`src/rtl/ctrl_pkg.sv`:
```
// ============================================================================
// Module      : ctrl_pkg
// Description : Shared decode types and constants for the RV32I decode stage.
// Revision    : 1.0 - initial release
// ============================================================================
`default_nettype none

package ctrl_pkg;

    localparam logic [6:0] OPC_LOAD   = 7'b0000011;
    localparam logic [6:0] OPC_STORE  = 7'b0100011;
    localparam logic [6:0] OPC_OP     = 7'b0110011;
    localparam logic [6:0] OPC_OP_IMM = 7'b0010011;
    localparam logic [6:0] OPC_BRANCH = 7'b1100011;
    localparam logic [6:0] OPC_JAL    = 7'b1101111;
    localparam logic [6:0] OPC_JALR   = 7'b1100111;
    localparam logic [6:0] OPC_LUI    = 7'b0110111;

    typedef enum logic [2:0] {
        ALU_ADD = 3'b000,
        ALU_SUB = 3'b001,
        ALU_AND = 3'b010,
        ALU_OR  = 3'b011,
        ALU_SLT = 3'b101,
        ALU_SLL = 3'b110
    } alu_op_e;

    typedef enum logic [2:0] {
        IMM_I = 3'b000,
        IMM_S = 3'b001,
        IMM_B = 3'b010,
        IMM_U = 3'b011,
        IMM_J = 3'b100
    } imm_src_e;

    typedef enum logic [1:0] {
        RES_ALU = 2'b00,
        RES_MEM = 2'b01,
        RES_PC4 = 2'b10,
        RES_IMM = 2'b11
    } result_src_e;

    typedef struct packed {
        logic        reg_write;
        logic        mem_write;
        result_src_e result_src;
        logic        jump;
        logic        branch;
        logic [2:0]  br_cond;
        alu_op_e     alu_ctrl;
        logic        alu_src;
        imm_src_e    imm_src;
        logic        jalr_sel;
    } ctrl_bundle_t;

    localparam ctrl_bundle_t BUBBLE = '0;

endpackage

`default_nettype wire

```
`src/rtl/ctrl_decoder.sv`:
```
// ============================================================================
// Module      : ctrl_decoder
// Description : Combinational RV32I subset decode to the control bundle.
// Revision    : 1.0 - initial release
// ============================================================================
`default_nettype none

module ctrl_decoder
    import ctrl_pkg::*;
(
    input  logic [31:0]  instr,
    output ctrl_bundle_t ctrl,
    output logic         use_rs1,
    output logic         use_rs2,
    output logic         illegal
);

    logic [6:0] opcode;
    logic [2:0] funct3;
    logic [6:0] funct7;
    logic       unused_fields;

    assign opcode        = instr[6:0];
    assign funct3        = instr[14:12];
    assign funct7        = instr[31:25];
    assign unused_fields = ^{instr[24:15], instr[11:7]};

    always_comb begin
        ctrl    = BUBBLE;
        use_rs1 = 1'b0;
        use_rs2 = 1'b0;
        illegal = 1'b1;
        case (opcode)
            OPC_OP_IMM: begin
                ctrl.reg_write = 1'b1;
                ctrl.alu_src   = 1'b1;
                ctrl.imm_src   = IMM_I;
                use_rs1        = 1'b1;
                if (funct3 == 3'b000) begin
                    illegal       = 1'b0;
                    ctrl.alu_ctrl = ALU_ADD;
                end else if (funct3 == 3'b001 && funct7 == 7'b0000000) begin
                    illegal       = 1'b0;
                    ctrl.alu_ctrl = ALU_SLL;
                end
            end
            OPC_OP: begin
                ctrl.reg_write = 1'b1;
                use_rs1        = 1'b1;
                use_rs2        = 1'b1;
                illegal        = 1'b0;
                case ({funct7, funct3})
                    10'b0000000_000: ctrl.alu_ctrl = ALU_ADD;
                    10'b0100000_000: ctrl.alu_ctrl = ALU_SUB;
                    10'b0000000_111: ctrl.alu_ctrl = ALU_AND;
                    10'b0000000_110: ctrl.alu_ctrl = ALU_OR;
                    10'b0000000_010: ctrl.alu_ctrl = ALU_SLT;
                    default:         illegal       = 1'b1;
                endcase
            end
            OPC_LOAD: begin
                ctrl.reg_write  = 1'b1;
                ctrl.result_src = RES_MEM;
                ctrl.alu_src    = 1'b1;
                ctrl.imm_src    = IMM_I;
                use_rs1         = 1'b1;
                illegal         = (funct3 != 3'b010);
            end
            OPC_STORE: begin
                ctrl.mem_write = 1'b1;
                ctrl.alu_src   = 1'b1;
                ctrl.imm_src   = IMM_S;
                use_rs1        = 1'b1;
                use_rs2        = 1'b1;
                illegal        = (funct3 != 3'b010);
            end
            OPC_BRANCH: begin
                ctrl.branch   = 1'b1;
                ctrl.br_cond  = funct3;
                ctrl.alu_ctrl = ALU_SUB;
                ctrl.imm_src  = IMM_B;
                use_rs1       = 1'b1;
                use_rs2       = 1'b1;
                illegal       = !(funct3 == 3'b000 || funct3 == 3'b001 ||
                                  funct3 == 3'b100 || funct3 == 3'b101);
            end
            OPC_JAL: begin
                ctrl.reg_write  = 1'b1;
                ctrl.jump       = 1'b1;
                ctrl.result_src = RES_PC4;
                ctrl.imm_src    = IMM_J;
                illegal         = 1'b0;
            end
            OPC_JALR: begin
                ctrl.reg_write  = 1'b1;
                ctrl.jump       = 1'b1;
                ctrl.result_src = RES_PC4;
                ctrl.alu_src    = 1'b1;
                ctrl.imm_src    = IMM_I;
                ctrl.jalr_sel   = 1'b1;
                use_rs1         = 1'b1;
                illegal         = (funct3 != 3'b000);
            end
            OPC_LUI: begin
                ctrl.reg_write  = 1'b1;
                ctrl.result_src = RES_IMM;
                ctrl.imm_src    = IMM_U;
                illegal         = 1'b0;
            end
            default: ;
        endcase
        // Illegal encodings must not leak register uses into hazard detection.
        if (illegal) begin
            ctrl    = BUBBLE;
            use_rs1 = 1'b0;
            use_rs2 = 1'b0;
        end
    end

endmodule

`default_nettype wire

```
`src/rtl/ctrl_decode_stage.sv`:
```
// ============================================================================
// Module      : ctrl_decode_stage
// Description : Registered ID/EX decode stage with stall, flush and load-use
//               bubble insertion. CTRL_ILLEGAL_TRAP_EN adds illegal_o.
// Revision    : 1.0 - initial release
// ============================================================================
`default_nettype none

module ctrl_decode_stage
    import ctrl_pkg::*;
#(
    parameter int ALU_CTRL_W = 3,
    parameter int IMM_SRC_W  = 3,
    parameter int REG_ADDR_W = 5,
    parameter int INSTR_W    = 32
) (
    input  logic                  clk,
    input  logic                  rst_n,
    input  logic [INSTR_W-1:0]    instr_i,
    input  logic                  valid_i,
    input  logic                  stall_i,
    input  logic                  flush_i,
    output logic                  hazard_o,
    output logic                  valid_o,
    output logic                  RegWrite_o,
    output logic                  MemWrite_o,
    output logic [1:0]            ResultSrc_o,
    output logic                  Jump_o,
    output logic                  Branch_o,
    output logic [2:0]            BrCond_o,
    output logic [ALU_CTRL_W-1:0] ALUControl_o,
    output logic                  ALUSrc_o,
    output logic [IMM_SRC_W-1:0]  ImmSrc_o,
    output logic                  jalrmuxSel_o,
    output logic [REG_ADDR_W-1:0] rs1_o,
    output logic [REG_ADDR_W-1:0] rs2_o,
    output logic [REG_ADDR_W-1:0] rd_o
`ifdef CTRL_ILLEGAL_TRAP_EN
    ,
    output logic                  illegal_o
`endif
);

    ctrl_bundle_t          dec_ctrl;
    logic                  dec_use_rs1;
    logic                  dec_use_rs2;
    logic                  dec_illegal;
    logic [REG_ADDR_W-1:0] id_rs1;
    logic [REG_ADDR_W-1:0] id_rs2;
    logic [REG_ADDR_W-1:0] id_rd;

    ctrl_bundle_t          ex_ctrl,  nxt_ctrl;
    logic                  ex_valid, nxt_valid;
    logic [REG_ADDR_W-1:0] ex_rs1,   nxt_rs1;
    logic [REG_ADDR_W-1:0] ex_rs2,   nxt_rs2;
    logic [REG_ADDR_W-1:0] ex_rd,    nxt_rd;
    logic                  ex_is_load;
`ifdef CTRL_ILLEGAL_TRAP_EN
    logic                  ex_illegal, nxt_illegal;
`endif

    ctrl_decoder u_decoder (
        .instr   (instr_i[31:0]),
        .ctrl    (dec_ctrl),
        .use_rs1 (dec_use_rs1),
        .use_rs2 (dec_use_rs2),
        .illegal (dec_illegal)
    );

    assign id_rs1 = instr_i[19:15];
    assign id_rs2 = instr_i[24:20];
    assign id_rd  = instr_i[11:7];

    // A load in EX cannot forward in time; stall any consumer of its rd.
    assign ex_is_load = ex_valid && ex_ctrl.reg_write && (ex_ctrl.result_src == RES_MEM);
    assign hazard_o   = valid_i && ex_is_load && (ex_rd != '0) &&
                        ((dec_use_rs1 && (id_rs1 == ex_rd)) ||
                         (dec_use_rs2 && (id_rs2 == ex_rd)));

    always_comb begin
        nxt_ctrl  = BUBBLE;
        nxt_valid = 1'b0;
        nxt_rs1   = '0;
        nxt_rs2   = '0;
        nxt_rd    = '0;
`ifdef CTRL_ILLEGAL_TRAP_EN
        nxt_illegal = 1'b0;
`endif
        if (!flush_i && !hazard_o && valid_i) begin
            if (!dec_illegal) begin
                nxt_ctrl  = dec_ctrl;
                nxt_valid = 1'b1;
                nxt_rs1   = id_rs1;
                nxt_rs2   = id_rs2;
                nxt_rd    = id_rd;
            end
`ifdef CTRL_ILLEGAL_TRAP_EN
            nxt_illegal = dec_illegal;
`endif
        end
    end

    // Flush overrides stall; otherwise stall freezes the register.
    always_ff @(posedge clk or negedge rst_n) begin
        if (!rst_n) begin
            ex_ctrl  <= BUBBLE;
            ex_valid <= 1'b0;
            ex_rs1   <= '0;
            ex_rs2   <= '0;
            ex_rd    <= '0;
`ifdef CTRL_ILLEGAL_TRAP_EN
            ex_illegal <= 1'b0;
`endif
        end else if (flush_i || !stall_i) begin
            ex_ctrl  <= nxt_ctrl;
            ex_valid <= nxt_valid;
            ex_rs1   <= nxt_rs1;
            ex_rs2   <= nxt_rs2;
            ex_rd    <= nxt_rd;
`ifdef CTRL_ILLEGAL_TRAP_EN
            ex_illegal <= nxt_illegal;
`endif
        end
    end

    assign valid_o      = ex_valid;
    assign RegWrite_o   = ex_ctrl.reg_write;
    assign MemWrite_o   = ex_ctrl.mem_write;
    assign ResultSrc_o  = ex_ctrl.result_src;
    assign Jump_o       = ex_ctrl.jump;
    assign Branch_o     = ex_ctrl.branch;
    assign BrCond_o     = ex_ctrl.br_cond;
    assign ALUControl_o = ALU_CTRL_W'(ex_ctrl.alu_ctrl);
    assign ALUSrc_o     = ex_ctrl.alu_src;
    assign ImmSrc_o     = IMM_SRC_W'(ex_ctrl.imm_src);
    assign jalrmuxSel_o = ex_ctrl.jalr_sel;
    assign rs1_o        = ex_rs1;
    assign rs2_o        = ex_rs2;
    assign rd_o         = ex_rd;
`ifdef CTRL_ILLEGAL_TRAP_EN
    assign illegal_o    = ex_illegal;
`endif

endmodule

`default_nettype wire

```
`config.mk`:
```
export PLATFORM = sky130hd
export DESIGN_NAME = ctrl_decode_stage
export DESIGN_NICKNAME = d
export VERILOG_FILES = /design/src/rtl/ctrl_pkg.sv /design/src/rtl/ctrl_decoder.sv /design/src/rtl/ctrl_decode_stage.sv
export SDC_FILE = /design/constraint.sdc
export NUM_CORES = 1
export LEC_CHECK = 0
export BUFFER_PORTS_ARGS = -buffer_cell sky130_fd_sc_hd__clkbuf_2
export CAP_MARGIN = 40
export CORE_MARGIN = 8
export CORE_UTILIZATION = 45
export DETAILED_ROUTE_END_ITERATION = 6
export PLACE_DENSITY_LB_ADDON = 0.1
export RECOVER_POWER = 100
export SYNTH_ARGS = -nofsm -noshare
export SYNTH_HDL_FRONTEND = slang
export SYNTH_SLANG_ARGS = --single-unit
```
`constraint.sdc`:
```
create_clock -name clk -period 5.7 [get_ports clk]
set_input_delay 1.71 -clock clk [delete_from_list [all_inputs] [get_ports clk]]
set_output_delay 1.71 -clock clk [all_outputs]
set_load 0.03 [all_outputs]
```
; Word-level counts from Yosys, hierarchy flattened
; Index checks and enable logic that the tools add are counted.
[totals]
output_inout_bits = 34
n_memories = 0
wordCells = 95
ff_bits = 33
inputBits = 37
latch_bits = 0
rom_bits = 0
ramBits = 0
[classes]
n_reduce_logical = 32
multipliers = 0
eq_ne = 19
n_bitwise = 0
n_div = 0
muxes = 30
magnitude_cmp = 0
add_sub_neg = 0
n_shift = 0
[ops]
columns = operator, count
row1 = 17-bit two-way mux, 2
row2 = 5-bit two-way mux, 6
row3 = 3-bit one-hot mux with 4 select lines, 2
row4 = "7-bit by 6-bit == test with 1-bit output, second input constant", 3
row5 = "7-bit == test, second input constant", 3
row6 = "10-bit by 3-bit == test with 1-bit output, second input constant", 2
row7 = 1-bit two-way mux, 14
row8 = 6-bit OR reduction, 2
row9 = "10-bit by 2-bit == test with 1-bit output, second input constant", 1
row10 = "10-bit by 9-bit == test with 1-bit output, second input constant", 1
row11 = 5-bit == test, 2
row12 = 1-bit logical AND, 10
row13 = 10-bit zero test, 1
row14 = 3-bit one-hot mux with 3 select lines, 1
row15 = "7-bit by 2-bit == test with 1-bit output, second input constant", 1
row16 = "7-bit by 5-bit == test with 1-bit output, second input constant", 1
row17 = 7-bit zero test, 1
row18 = "3-bit == test, second input constant", 2
row19 = 3-bit two-way mux, 2
row20 = 1-bit one-hot mux with 6 select lines, 1
row21 = 2-bit one-hot mux with 3 select lines, 1
row22 = 2-bit OR reduction, 3
row23 = 1-bit logical OR, 5
row24 = 5-bit nonzero test, 1
row25 = other kinds (10), 13

; Logic depth before layout (Yosys ltp)
[depth]
depth_word = 14
ltp_mapped = 8
ltp_nobuf = 6

; Hierarchy
; A second synthesis with hierarchy kept.
[unflattened]
cells_unflattened = 261
hier_area_um2 = 2429.8
[by_module_without_submodules]
columns = module, area_per_inst_um2, seq_area_each_um2, cells_each, n_inst
row1 = ctrl_decode_stage, 1791.7, 825.8, 170, 1
row2 = ctrl_decoder, 638.1, 0.0, 91, 1

; Worst setup path before layout
; OpenSTA, ideal clock, no wires.
[synth_path]
kind = in2out
from = input port instr_i[26]
to = output port hazard_o
n_path_buf = 0
required_time_ns = 3.990
path_slack_ns = 0.649
arrival_ns = 3.341
stages = 5
path_cell_list = or4_4 > nor3_4 > a211oi_1 > or4_4 > and2b_2
[synth_via]
elab_chain_len = 9
word_cells_on_any_way = 18
classes_between = eq/ne (4) / mux (6) / reduce/logical (8)
[synth_lines]
columns = element, line
row1 = "start, declared", ctrl_decode_stage.sv:19  ; input logic [INSTR_W-1:0] instr_i,
row2 = "parallel branches: the longest is 4 deep, another holds 10-bit by 9-bit == test with 1-bit output", n/a
row3 = 1-bit one-hot mux with 6 select lines *, ctrl_decoder.sv:33  ; case (opcode)
row4 = 1-bit two-way mux, ctrl_decoder.sv:113  ; if (illegal) begin
row5 = 1-bit logical AND (on tied branches), "ctrl_decode_stage.sv:77, ctrl_decode_stage.sv:78"
row6 = 1-bit logical OR *, ctrl_decode_stage.sv:77  ; ((dec_use_rs1 && (id_rs1 == ex_rd)) ||
row7 = 1-bit logical AND *, ctrl_decode_stage.sv:76  ; assign hazard_o = valid_i && ex_is_load && (ex_rd != '0) &&
row8 = "end, declared", ctrl_decode_stage.sv:23  ; output logic hazard_o,
; Every way passes the cells marked *.

; Worst setup path after layout
[layout_path]
from = input port instr_i[6]
to = output port hazard_o
[layout_via]
elab_chain_len = 7
word_cells_on_any_way = 21
classes_between = eq/ne (8) / mux (5) / reduce/logical (8)
[layout_lines]
columns = element, line
row1 = "7-bit == test, or another cell as far along", ctrl_decoder.sv:33
row2 = "2-bit OR reduction (no line), or another cell as far along", n/a
row3 = 1-bit one-hot mux with 6 select lines / 1-bit two-way mux (equally long branches), ctrl_decoder.sv:33
row4 = 1-bit two-way mux, ctrl_decoder.sv:113
row5 = 1-bit logical AND (on tied branches), "ctrl_decode_stage.sv:77, ctrl_decode_stage.sv:78"
row6 = 1-bit logical OR *, ctrl_decode_stage.sv:77
row7 = 1-bit logical AND *, ctrl_decode_stage.sv:76
; Mark *: on every way between the ends. The rest lies on a longest branch, timed or not.

==> results.sh <==
export IMPL_slowest_stage="or3b_2"
export IMPL_synthAdderAreaFrac_pct=0
export IMPL_ir_drop_v=0.0001285
export IMPL_yosys_area_share_simple_pct=22.02
export IMPL_reg2reg_slack_ps=2560
export IMPL_numCtsBuffers=5
export IMPL_finalCriticalPeriod_ps=5386
export IMPL_multi_input_area_um2=905.9
export IMPL_rr_startpoint="rd_o[1]"
export IMPL_place_gp_congestion=0.8679
export IMPL_dr_pass1_iters=4
export IMPL_cts_root_buf="clkbuf_8"
export IMPL_wl_um=5068
export IMPL_yosysSeqAreaShare_pct=43.91
export IMPL_post_synth_top_area_cell="dfrtp_1"
export IMPL_yosys_area_share_xor_xnor_pct=5.123
export IMPL_max_slew_margin_pct=6.145
export IMPL_synth_nets=217
export IMPL_worstPathRequired_ps=3990
export IMPL_die_h_um=80.65
export IMPL_syn_inst=180
export IMPL_area_delta_synth_final_pct=18.10
export IMPL_synth_area_leaders="dfrtp_1, a22o_1, clkbuf_8"
export IMPL_slowest_delay_ps=580
export IMPL_vias_per_cell=5.611
export IMPL_final_cell_count_no_fill=298
export IMPL_cts_resized=0
export IMPL_clock_sinks=33
export IMPL_place_inst=290
export IMPL_maxCapViolCount=0
export IMPL_synth_compound_area_share_pct=20.76
export IMPL_min_path_cells=2
export IMPL_hold_end="ALUControl_o[1]"
export IMPL_boundaryPins=71
export IMPL_drv_slew=0
export IMPL_power_density_nw_per_um2=209.2
export IMPL_grt_pass1_wl_um=8321
export IMPL_antenna_found_initial=0
export IMPL_n_antenna_cell=0
export IMPL_io_buffers=70
export IMPL_tns_ps=0
export IMPL_ys_types=48
export IMPL_synth_top_cell_area_share_pct=43.91
export IMPL_hold_path_class="reg2reg"
export IMPL_grt_use_total_pct=16.19
export IMPL_skew_ps=4.731
export IMPL_drive_above_1_share_pct=22.58
export IMPL_grt_overflow=0
export IMPL_setup_violations=0
export IMPL_clockBufferDepth=2
export IMPL_clock_fmax_mhz=185.7
export IMPL_route_detailed_drc=0
export IMPL_die_area_um2=6504
export IMPL_grt_start_max_net_pins=27
export IMPL_dominantRegCellSynth="dfrtp_1"
export IMPL_drt_iter0_markers=114
export IMPL_crit_chain="clkbuf_1 > or3b_2 > o21ai_0 > a21oi_1 > or4_1 > and2b_2 > clkbuf_2"
export IMPL_ys_ff_latch=33
export IMPL_holdBufCountCts=0
export IMPL_core_area_um2=4000
export IMPL_path_max_fanout=17
export IMPL_n_fill_cell=386
export IMPL_synth_top_family_by_area="simple AND/OR/NAND/NOR gates"
export IMPL_synth_avg_cell_area_um2=10.45
export IMPL_muxShareOfSynthArea_pct=1.065
export IMPL_tightest_slew_ps=1408
export IMPL_hpwl_um=3878
export IMPL_crit_arrival_ps=3680
export IMPL_start_util_pct=47.01
export IMPL_busiest_layer="met2"
export IMPL_p_leak_nw=0.9807
export IMPL_hp_start="ALUControl_o[1]"
export IMPL_vias=1672
export IMPL_outcome="finished, final reports clean"
export IMPL_synth_edff_count=0
export IMPL_crit_type="in2out"
export IMPL_die_w_um=80.65
export IMPL_yosysWarnings=0
export IMPL_postCtsSetupRepairBufs=0
export IMPL_regArea_um2=825.8
export IMPL_netlist_area_um2=1881
export IMPL_r2r_end="rs2_o[3]"
export IMPL_use_met2_pct=23.74
export IMPL_cts_clk_slew_worst_paths_ps=70
export IMPL_critPathCaptureType="output pin"
export IMPL_ant_nets=0
export IMPL_finalNetCount=284
export IMPL_htreeDepth=2
export IMPL_period_share_pct=94.49
export IMPL_rr_worst_depth=7
export IMPL_rsz0062_at_grt="no"
export IMPL_wl_per_cell_um=17.01
export IMPL_insertion_delay_ps=280
export IMPL_rows=23
export IMPL_use_met1_pct=22.60
export IMPL_cts_tree="done"
export IMPL_startpoint_type="input port"
export IMPL_hold_viol=0
export IMPL_grt_pass1_vias=1627
export IMPL_synth_async_reset_ratio_pct=100.0
export IMPL_gr_usage_met3_pct=5.134
==> cell families (layout without fill, tap and decap cells) <==
family / Yosys count / in the layout
AND/OR/NAND/NOR: 67 / 67
AO/OA/AOI/OAI: 51 / 51
flip-flops: 33 / 33
buffers and inverters: 16 / 84
XOR/XNOR: 11 / 11
multiplexers: 2 / 2
==> flip-flops by register name, indices dropped and copies added (netlist names), 2 cells and up <==
signal	flops
ImmSrc_o	3
ALUControl_o	3
rs1_o	5
BrCond_o	3
rd_o	5
ResultSrc_o	2
rs2_o	5
==> synthesized netlist by cell type (3+ instances only) <==
cell and number:
xor2_1 4, a21oi_1 6, nand2_1 18, nand4_1 5
nor2b_1 4, o21ai_0 8, nor4_1 4, a32o_1 4
clkbuf_1 5, nor2_1 6, a22o_1 19, dfrtp_1 33
clkbuf_8 5, xnor2_1 7, a2111oi_0 3
==> metal layers <==
metal  up-vias  routed length [um]
li1        806                   -
met3         6                 372
met5         -                   0
met4         0                  39
met1       797                2322
met2        63                2333
==> how the worst max path moves through the flow <==
stage                            from        to  slack [ps]  cells after the start
final                      instr_i[6]  hazard_o         310                      7
after global placement    instr_i[26]  hazard_o         430                      7
after CTS                 instr_i[26]  hazard_o         400                      7
after floorplan           instr_i[26]  hazard_o         650                      5
after detailed placement  instr_i[26]  hazard_o         400                      7
after global routing       instr_i[6]  hazard_o         240                      7
==> critical path, delay by kind of cell <==
kind	cells	cell delay (ps)
AOI/OAI and AO/OA	2	170
buffers and inverters	2	470
and+or+nand+nor	3	1330
==> cells in the final DEF (no fill, tap or decap), types with 5 or more instances in the layout <==
master and count:
clkbuf_1 37, clkbuf_2 35, dfrtp_1 33, a22o_1 19
nand2_1 18, o21ai_0 8, xnor2_1 7, a21oi_1 6
nor2_1 6, nand4_1 5, clkbuf_8 5
==> through the flow <==
stage	hold WS (ps)	worst slack (ps)	power [mW]	area, um^2	utilization (%)
3_3_place_gp	466.1	429.6	0.2990	2188	54.71
6_report	476.1	314.1	0.4646	2221	55.52
5_1_grt	522.0	244.6	0.4912	2221	55.52
2_1_floorplan	658.5	648.9	0.2740	1881	-
4_1_cts	489.4	401.5	0.4762	2310	57.74
3_5_place_dp	473.0	399.2	0.3008	2223	55.58
==> power by group <==
part	internal [mW]	switching, mW	leakage, nW
Combinational	0.0219	0.0357	0.476
Clock	0.0842	0.0873	0.0439
Sequential	0.235	0.000607	0.461
==> cell type report <==
| type | count | share of cell area (%) |
|---|---|---|
| Tap cell | 50 | 2.817 |
| Sequential cell | 33 | 37.18 |
| Inverter | 1 | 0.1690 |
| Multi-Input combinational cell | 131 | 40.79 |
| Clock buffer | 5 | 3.099 |
| Timing Repair Buffer | 75 | 15.15 |
| Clock inverter | 3 | 0.7887 |
Power figures use the tool's default switching activity.
